<file path="config.mk">
export PLATFORM = sky130hd
export DESIGN_NAME = imem_loader
export DESIGN_NICKNAME = d
export VERILOG_FILES = /design/src/rtl/imem_loader.sv
export SDC_FILE = /design/constraint.sdc
export NUM_CORES = 1
export LEC_CHECK = 0
export CORE_UTILIZATION = 55
export CTS_CLUSTER_SIZE = 40
export DETAILED_ROUTE_END_ITERATION = 8
export PLACE_DENSITY = 0.9
export SETUP_SLACK_MARGIN = 0.2
export SLEW_MARGIN = 20
export SYNTH_ARGS = -nofsm -noshare
export SYNTH_HDL_FRONTEND = slang
export SYNTH_SLANG_ARGS = --single-unit
</file>
<file path="constraint.sdc">
create_clock -name clk -period 4.9 [get_ports clk]
set_input_delay 0.98 -clock clk [delete_from_list [all_inputs] [get_ports clk]]
set_output_delay 0.98 -clock clk [all_outputs]
set_load 0.01 [all_outputs]
</file>
<file path="src/rtl/imem_loader.sv">
// Boot loader: turns a length-prefixed host byte stream into 32-bit instruction memory writes.
// Define IMEM_LOADER_CSUM_EN to require a trailing XOR checksum byte after the data bytes.
module imem_loader #(
    parameter int unsigned DEPTH  = 256,
    parameter int unsigned ADDR_W = 8
) (
    input  logic        clk,
    input  logic        rst_n,
    input  logic        start,
    input  logic [7:0]  in_data,
    input  logic        in_valid,
    output logic        in_ready,
    output logic        we,
    output logic [31:0] waddr,
    output logic [31:0] wdata,
    output logic        cpu_hold,
    output logic        busy,
    output logic        done,
    output logic        err,
    output logic [15:0] words_written
);

    localparam int unsigned LEN_W  = 16;
    localparam int unsigned WORD_W = 32;

    typedef enum logic [2:0] {
        IDLE   = 3'd0,
        LEN_LO = 3'd1,
        LEN_HI = 3'd2,
        DATA   = 3'd3,
        DONE   = 3'd4,
        ERR    = 3'd5
`ifdef IMEM_LOADER_CSUM_EN
        ,
        CSUM   = 3'd6
`endif
    } state_e;

    state_e              state_q, state_d;
    logic [7:0]          len_lo_q, len_lo_d;
    logic [LEN_W-1:0]    len_q, len_d;
    logic [1:0]          byte_cnt_q, byte_cnt_d;
    logic [WORD_W-1:0]   shift_q, shift_d;
    logic [ADDR_W-1:0]   word_idx_q, word_idx_d;
    logic                last_q, last_d;
    logic                we_q, we_d;
    logic [WORD_W-1:0]   waddr_q, waddr_d;
    logic [WORD_W-1:0]   wdata_q, wdata_d;
    logic                busy_q, busy_d;
    logic                done_q, done_d;
    logic                err_q, err_d;
    logic                cpu_hold_q, cpu_hold_d;
    logic [LEN_W-1:0]    words_q, words_d;
`ifdef IMEM_LOADER_CSUM_EN
    logic [7:0]          csum_q, csum_d;
`endif

    logic                in_ready_c;
    logic                xfer_c;
    logic [LEN_W-1:0]    len_c;
    logic                go_done_c;
    logic                go_err_c;

    // Byte acceptance is a pure decode of the current state.
    always_comb begin
        in_ready_c = 1'b0;
        case (state_q)
            LEN_LO, LEN_HI, DATA: in_ready_c = 1'b1;
`ifdef IMEM_LOADER_CSUM_EN
            CSUM:                 in_ready_c = 1'b1;
`endif
            default:              in_ready_c = 1'b0;
        endcase
    end

    assign xfer_c = in_valid && in_ready_c;
    assign len_c  = {in_data, len_lo_q};

    // Next-state and registered-output logic.
    always_comb begin
        state_d    = state_q;
        len_lo_d   = len_lo_q;
        len_d      = len_q;
        byte_cnt_d = byte_cnt_q;
        shift_d    = shift_q;
        word_idx_d = word_idx_q;
        last_d     = 1'b0;
        we_d       = 1'b0;
        waddr_d    = waddr_q;
        wdata_d    = wdata_q;
        busy_d     = busy_q;
        done_d     = done_q;
        err_d      = err_q;
        cpu_hold_d = cpu_hold_q;
        words_d    = words_q;
`ifdef IMEM_LOADER_CSUM_EN
        csum_d     = csum_q;
`endif
        go_done_c  = 1'b0;
        go_err_c   = 1'b0;

        case (state_q)
            IDLE, DONE, ERR: begin
                if (start) begin
                    state_d    = LEN_LO;
                    done_d     = 1'b0;
                    err_d      = 1'b0;
                    words_d    = '0;
                    cpu_hold_d = 1'b1;
                    busy_d     = 1'b1;
                    byte_cnt_d = '0;
                    word_idx_d = '0;
`ifdef IMEM_LOADER_CSUM_EN
                    csum_d     = '0;
`endif
                end
            end
            LEN_LO: begin
                if (xfer_c) begin
                    len_lo_d = in_data;
                    state_d  = LEN_HI;
                end
            end
            LEN_HI: begin
                if (xfer_c) begin
                    len_d = len_c;
                    if (len_c == '0) begin
`ifdef IMEM_LOADER_CSUM_EN
                        state_d = CSUM;
`else
                        go_done_c = 1'b1;
`endif
                    end else if (len_c > LEN_W'(DEPTH)) begin
                        go_err_c = 1'b1;
                    end else begin
                        state_d = DATA;
                    end
                end
            end
            DATA: begin
                if (last_q) begin
                    // Final write cycle; a byte arriving now can only be the checksum.
`ifdef IMEM_LOADER_CSUM_EN
                    if (xfer_c) begin
                        if (in_data == csum_q) go_done_c = 1'b1;
                        else                   go_err_c  = 1'b1;
                    end else begin
                        state_d = CSUM;
                    end
`else
                    go_done_c = 1'b1;
`endif
                end else if (xfer_c) begin
                    shift_d[{byte_cnt_q, 3'b000} +: 8] = in_data;
                    byte_cnt_d = byte_cnt_q + 2'd1;
`ifdef IMEM_LOADER_CSUM_EN
                    csum_d = csum_q ^ in_data;
`endif
                    if (byte_cnt_q == 2'd3) begin
                        we_d       = 1'b1;
                        waddr_d    = WORD_W'({word_idx_q, 2'b00});
                        wdata_d    = shift_d;
                        word_idx_d = word_idx_q + ADDR_W'(1);
                        words_d    = words_q + 16'd1;
                        last_d     = ((words_q + 16'd1) == len_q);
                    end
                end
            end
`ifdef IMEM_LOADER_CSUM_EN
            CSUM: begin
                if (xfer_c) begin
                    if (in_data == csum_q) go_done_c = 1'b1;
                    else                   go_err_c  = 1'b1;
                end
            end
`endif
            default: state_d = IDLE;
        endcase

        if (go_done_c) begin
            state_d    = DONE;
            busy_d     = 1'b0;
            done_d     = 1'b1;
            cpu_hold_d = 1'b0;
        end
        if (go_err_c) begin
            state_d    = ERR;
            busy_d     = 1'b0;
            err_d      = 1'b1;
            cpu_hold_d = 1'b1;
        end
    end

    always_ff @(posedge clk or negedge rst_n) begin
        if (!rst_n) begin
            state_q    <= IDLE;
            len_lo_q   <= '0;
            len_q      <= '0;
            byte_cnt_q <= '0;
            shift_q    <= '0;
            word_idx_q <= '0;
            last_q     <= 1'b0;
            we_q       <= 1'b0;
            waddr_q    <= '0;
            wdata_q    <= '0;
            busy_q     <= 1'b0;
            done_q     <= 1'b0;
            err_q      <= 1'b0;
            cpu_hold_q <= 1'b1;
            words_q    <= '0;
`ifdef IMEM_LOADER_CSUM_EN
            csum_q     <= '0;
`endif
        end else begin
            state_q    <= state_d;
            len_lo_q   <= len_lo_d;
            len_q      <= len_d;
            byte_cnt_q <= byte_cnt_d;
            shift_q    <= shift_d;
            word_idx_q <= word_idx_d;
            last_q     <= last_d;
            we_q       <= we_d;
            waddr_q    <= waddr_d;
            wdata_q    <= wdata_d;
            busy_q     <= busy_d;
            done_q     <= done_d;
            err_q      <= err_d;
            cpu_hold_q <= cpu_hold_d;
            words_q    <= words_d;
`ifdef IMEM_LOADER_CSUM_EN
            csum_q     <= csum_d;
`endif
        end
    end

    assign in_ready      = in_ready_c;
    assign we            = we_q;
    assign waddr         = waddr_q;
    assign wdata         = wdata_q;
    assign cpu_hold      = cpu_hold_q;
    assign busy          = busy_q;
    assign done          = done_q;
    assign err           = err_q;
    assign words_written = words_q;

endmodule

</file>
# Yosys cells after proc, flatten, opt, wreduce, memory -nomap -nowiden
# Cells that the tools add are included.
dict set report word_totals {
  inputBits 12
  elab_cells 111
  register_bits 131
  output_inout_bits 86
}
dict set report classes {
  n_reduce_logical 22
  n_shift 2
  add_sub_neg 4
  n_mux 49
  n_eq_ne 17
  n_bitwise 1
  n_lt_le_gt_ge 1
}
# cell count
set ops {}
lappend ops {{$mux 16} 4}
lappend ops {{$bwmux 32} 1}
lappend ops {{$mux 8} 4}
lappend ops {{$pmux 16 s2} 1}
lappend ops {{$shift 8x7->32 const A} 1}
lappend ops {{$shiftx 8x7->32} 1}
lappend ops {{$mux 1} 25}
lappend ops {{$mux 3} 7}
lappend ops {{$ne 4x4->1 const B} 5}
lappend ops {{$add 16x1->16 const B} 1}
lappend ops {{$eq 16x16->1} 1}
lappend ops {{$gt 16x9->1 const B} 1}
lappend ops {{$logic_not 16->1} 1}
lappend ops {{$pmux 8 s2} 1}
lappend ops {{$pmux 3 s4} 1}
lappend ops {{$reduce_and 2->1} 5}
lappend ops {{$reduce_bool 2->1} 5}
lappend ops {{$add 8x1->8 const B} 1}
lappend ops {{$ne 2x2->1 const B} 4}
lappend ops {{$reduce_and 4->1} 2}
lappend ops {{$neg 5->7} 1}
lappend ops {{$eq 3x2->1 const B} 2}
lappend ops {{$eq 3x3->1 const B} 2}
lappend ops {{$mux 2} 3}
lappend ops {{other kinds (14)} 16}

# Depth between registers and ports, before layout
dict set report depth {
  word_depth 8
  ltp_mapped 8
  ltp_nobuf 7
}

# Least setup slack after synthesis
# OpenSTA, ideal clock, no wires.
dict set report synth_path {
  path_type {input -> register}
  startpoint {in in_valid}
  endpoint {reg len_q[10]}
  path_stages 4
  required_time_ns 4.775
  n_path_buf 2
  setup_slack_ns 2.672
  setup_time_ns 0.125
  arrival_ns 2.103
  path_cell_list {nor3b_1 > clkbuf_1 > buf_2 > mux2_2}
}
dict set report synth_via {
  elab_chain_len 2
}
# element line_no
set synth_rtl {}
lappend synth_rtl {{start: declaration} 11} ;# input logic in_valid,
lappend synth_rtl {{$logic_and 1x1->1} 76} ;# assign xfer_c = in_valid && in_ready_c;
lappend synth_rtl {{$reduce_and 2->1 (no line)} -}
lappend synth_rtl {{end signal: assignment} 217} ;# len_q <= len_d;
lappend synth_rtl {{end: declaration} 41} ;# logic [LEN_W-1:0] len_q, len_d;
# No other way between the ends.
# A chain may end at the register's enable or synchronous reset.

# Worst setup path after layout
dict set report layout_path {
  startpoint {in in_valid}
  endpoint {reg words_q[13], in the netlist words_written[13]}
}
dict set report layout_via {
  elab_chain_len 3
}
# element line_no
set layout_rtl {}
lappend layout_rtl {{$logic_and 1x1->1} 76}
lappend layout_rtl {{$ne 2x2->1 (no line)} -}
lappend layout_rtl {{$reduce_and 5->1 (no line)} -}
lappend layout_rtl {{end signal: assignment} 229} ;# words_q <= words_d;
lappend layout_rtl {{end: declaration} 53} ;# logic [LEN_W-1:0] words_q, words_d;
# No other way between the ends.

==> impl_metrics.csv <==
group,metric,value,unit
synth,ys_seq_elements,123,
floorplan,std_cell_rows,37,
clocking,cts_sinks,123,
run_status,status,"finished, final reports clean",
worst_setup_path,end_kind,"register",
worst_setup_path,rr_startpoint,"byte_cnt_q[0]",
clocking,cts_hold_buf,0,
clocking,cts-root-buf,"clkbuf_8",
placed_design,gp_congestion,0.8960,
worst_setup_path,cp.arrival,3.45,ns
route,vias,4847,
min_path,hp-class,"reg2reg",
floorplan,io_pins,98,
sta,finalCriticalPeriod,3.079,ns
global_route,grt_pass1_vias,4492,
route,ant_nets,0,
global_route,antenna_found_initial,0,
min_path,hold_start,"wdata[28]",
sta,max_freq,0.3248,GHz
sta,fin_worst_skew,0.008005,ns
power_and_ir_drop,power,3.874,mW
route,remaining_drc_errors,0,
sta,rsz0062_at_grt,"no",
synth,seq_area_frac_synth,51.88,%
synth,synth.distinct_cells,56,
global_route,met1_usage,39.06,%
min_path,hold_depth,2,
synth,synth_area,5936,um^2
sta,worst_pin_slew,1.058,ns
worst_setup_path,regToRegSetupSlack,2.10,ns
power_and_ir_drop,power_density,535.2,nW/um^2
global_route,grt_util_all_layers,27.21,%
clocking,cts_tree,"yes",
worst_setup_path,crit_start,"in_valid",
route,firstDrtPassIters,5,
worst_setup_path,crit_type,"in2reg",
clocking,clk_path_buf_depth,2,
clocking,insertion_delay,0.51,ns
finish,nFillCells,718,
synth,synth_edf_count,0,
placed_design,dp.final_hpwl,9168,um
placed_design,place_ws,1.305,ns
clocking,cts.clk_slew.worst_paths,0.06,ns
sta,relSlewSlack,28.94,%
sta,fin_tns_setup,0,ns
synth,async_flop_share,100.0,%
synth,ys_warn_count,0,
floorplan,die_h,105.9,um
placed_design,io_buffer_count,73,
global_route,grt_max_degree,85,
finish,areaGrowthSynthToFinish,21.94,%
finish,insertedDiodeCount,0,
global_route,grt_util_met2,41.46,%
worst_setup_path,worst-r2r-cell-count,7,
route,wl,14310,um
power_and_ir_drop,power_leakage,3.208,nW
floorplan,die_area,11210,um^2
worst_setup_path,r2r_end,"words_written[13]",
sta,hold_violations,0,
worst_setup_path,cp-start-kind,"primary input",
synth,syn_area_per_cell,10.11,um^2
finish,drive_gt1_share,12.31,%
global_route,top_usage_layer,"met2",
flow_run,max-cap-violations,0,
clocking,h-tree-depth,4,
route,detail_route.wl_per_cell,18.02,um
clocking,cts_resized,0,
sta,slew_viol_final,0,
clocking,postCtsSetupRepairBufs,0,
floorplan,initial_utilization,56.98,%
synth,synth_ff_type,"dfrtp_1",
synth,syn_inst,587,
min_path,hold_path_end,"wdata[28]",
route,drt_iter0_markers,587,
finish,nets,665,
global_route,grt_first_pass_wirelength,23670,um
global_route,use_met3,5.257,%
floorplan,die_w,105.9,um
power_and_ir_drop,peakVddDrop,0.3266,mV
global_route,grt.overflow.total,0,
sta,finalCritPeriodShare,62.83,%
clocking,cts_buffers,17,
worst_setup_path,worstPathMaxFanout,63,
sta,fin_ws,1.821,ns
sta,setup_viol,0,
route,vias_per_cell,6.105,
floorplan,core-area,10420,um^2
worst_setup_path,cp.required,5.27,ns
-- stage by stage --
| step | util, % | hold WS (ns) | cells | instance area [um^2] |
|---|---|---|---|---|
| 5_1_grt | 69.49 | 0.4965 | 794 | 7238 |
| 3_3_place_gp | 63.65 | 0.4549 | 763 | 6630 |
| 6_report | 69.49 | 0.4607 | 794 | 7238 |
| 3_5_place_dp | 63.65 | 0.4555 | 763 | 6630 |
| 4_1_cts | 69.41 | 0.4680 | 794 | 7229 |
| 2_1_floorplan | - | 0.4586 | 610 | 6022 |
-- report_power, final --
group	internal, mW	switching, mW
sequential	1.30	0.252
clock	0.809	0.442
combinational	0.522	0.544
-- Yosys cell counts, drive strengths merged (2+ instances only) --
cell type | number | area (um^2)
dfrtp | 122 | 3053
nand2 | 78 | 292.8
nor2 | 69 | 259.0
o21ai | 33 | 165.2
clkbuf | 32 | 120.1
buf | 29 | 212.7
a221oi | 24 | 210.2
a22o | 24 | 210.2
mux2 | 23 | 259.0
nand3 | 17 | 100.1
xnor2 | 13 | 113.9
xor2 | 11 | 96.34
inv | 9 | 33.79
nor4 | 9 | 90.09
a21oi | 8 | 40.04
nor3 | 8 | 45.04
ha | 7 | 87.58
and2 | 6 | 37.54
nand4 | 6 | 37.54
o31ai | 5 | 37.54
or3 | 5 | 31.28
a31oi | 4 | 25.02
nor3b | 4 | 30.03
nand2b | 3 | 18.77
nand3b | 3 | 22.52
o22ai | 3 | 18.77
or2 | 3 | 18.77
or3b | 3 | 26.28
a21o | 2 | 15.01
and3 | 2 | 12.51
nor2b | 2 | 12.51
nor4b | 2 | 30.03
o2111ai | 2 | 17.52
o221ai | 2 | 17.52
-- registers in the layout, summed over array words and instances (netlist names) --
register	flops
wdata	32
done	1
len_q	16
state_q	3
shift_q	24
waddr	8
last_q	1
len_lo_q	8
word_idx_q	8
words_written	16
cpu_hold	1
err	1
busy	1
we	1
byte_cnt_q	2
-- area by class of cell --
cell class | instances | area, um^2 | share of cell area [%]
repair buffers | 78 | 769.5 | 10.63
multi-input cells | 417 | 2586 | 35.73
flip-flops and latches | 123 | 3079 | 42.54
clock buffers | 20 | 455.4 | 6.292
inverters | 9 | 33.78 | 0.4667
clock inverters | 11 | 143.9 | 1.988
well taps | 136 | 170.2 | 2.351
-- logic make-up (layout without fill, tap and decap cells) --
group,Yosys count,after routing,synth area share [%]
AND/OR/NAND/NOR,223,223,18.42
flip-flops,123,123,51.88
AO/OA/AOI/OAI,115,115,13.91
buffers and inverters,70,118,6.176
XOR/XNOR,24,24,3.541
multiplexers,24,24,4.532
adder cells (fa/ha/maj),7,7,1.475
other,1,24,0.06318
-- cells in the final DEF (no fill, tap or decap), types with 4 or more instances in the layout --
cell | netlist | routed
nor4_1 | 5 | 5
nor2_1 | 69 | 69
nand4_1 | 6 | 6
mux2_2 | 23 | 23
clkdlybuf4s50_1 | 0 | 72
a31oi_1 | 4 | 4
o31ai_1 | 5 | 5
xnor2_1 | 13 | 13
inv_1 | 7 | 7
clkbuf_8 | 0 | 4
a21oi_1 | 8 | 8
conb_1 | 1 | 24
nor3_1 | 7 | 6
ha_1 | 7 | 7
clkinvlp_4 | 0 | 4
a221oi_1 | 24 | 24
a22o_1 | 24 | 24
and2_1 | 5 | 5
nand2_1 | 78 | 78
dfrtp_1 | 122 | 122
buf_4 | 27 | 5
or3_1 | 5 | 5
xor2_1 | 11 | 11
o21ai_0 | 31 | 31
nand3_1 | 14 | 14
clkbuf_16 | 0 | 16
-- worst max-delay path, cell delays in order --
cell,delay (ns)
clkdlybuf4s50_1,0.50
and4b_1,0.21
nand2_1,0.08
inv_2,0.73
nor2_1,0.50
o21ai_0,0.31
o21ai_0,0.13
-- metal layers --
| metal | share of wire (%) | up-vias |
|---|---|---|
| li1 | - | 2147 |
| met1 | 42 | 2389 |
| met2 | 48 | 270 |
| met3 | 7.2 | 41 |
| met4 | 2.0 | 0 |
| met5 | 0 | - |
-- worst max path at each step --
stage	end	slack, ns
detailed placement	words_written[13]	1.31
finish	words_written[13]	1.82
floorplan	len_q[10]	2.67
global placement	words_written[4]	1.41
global route	words_written[13]	1.50
CTS	words_written[13]	1.83
Power figures use the tool's default switching activity.
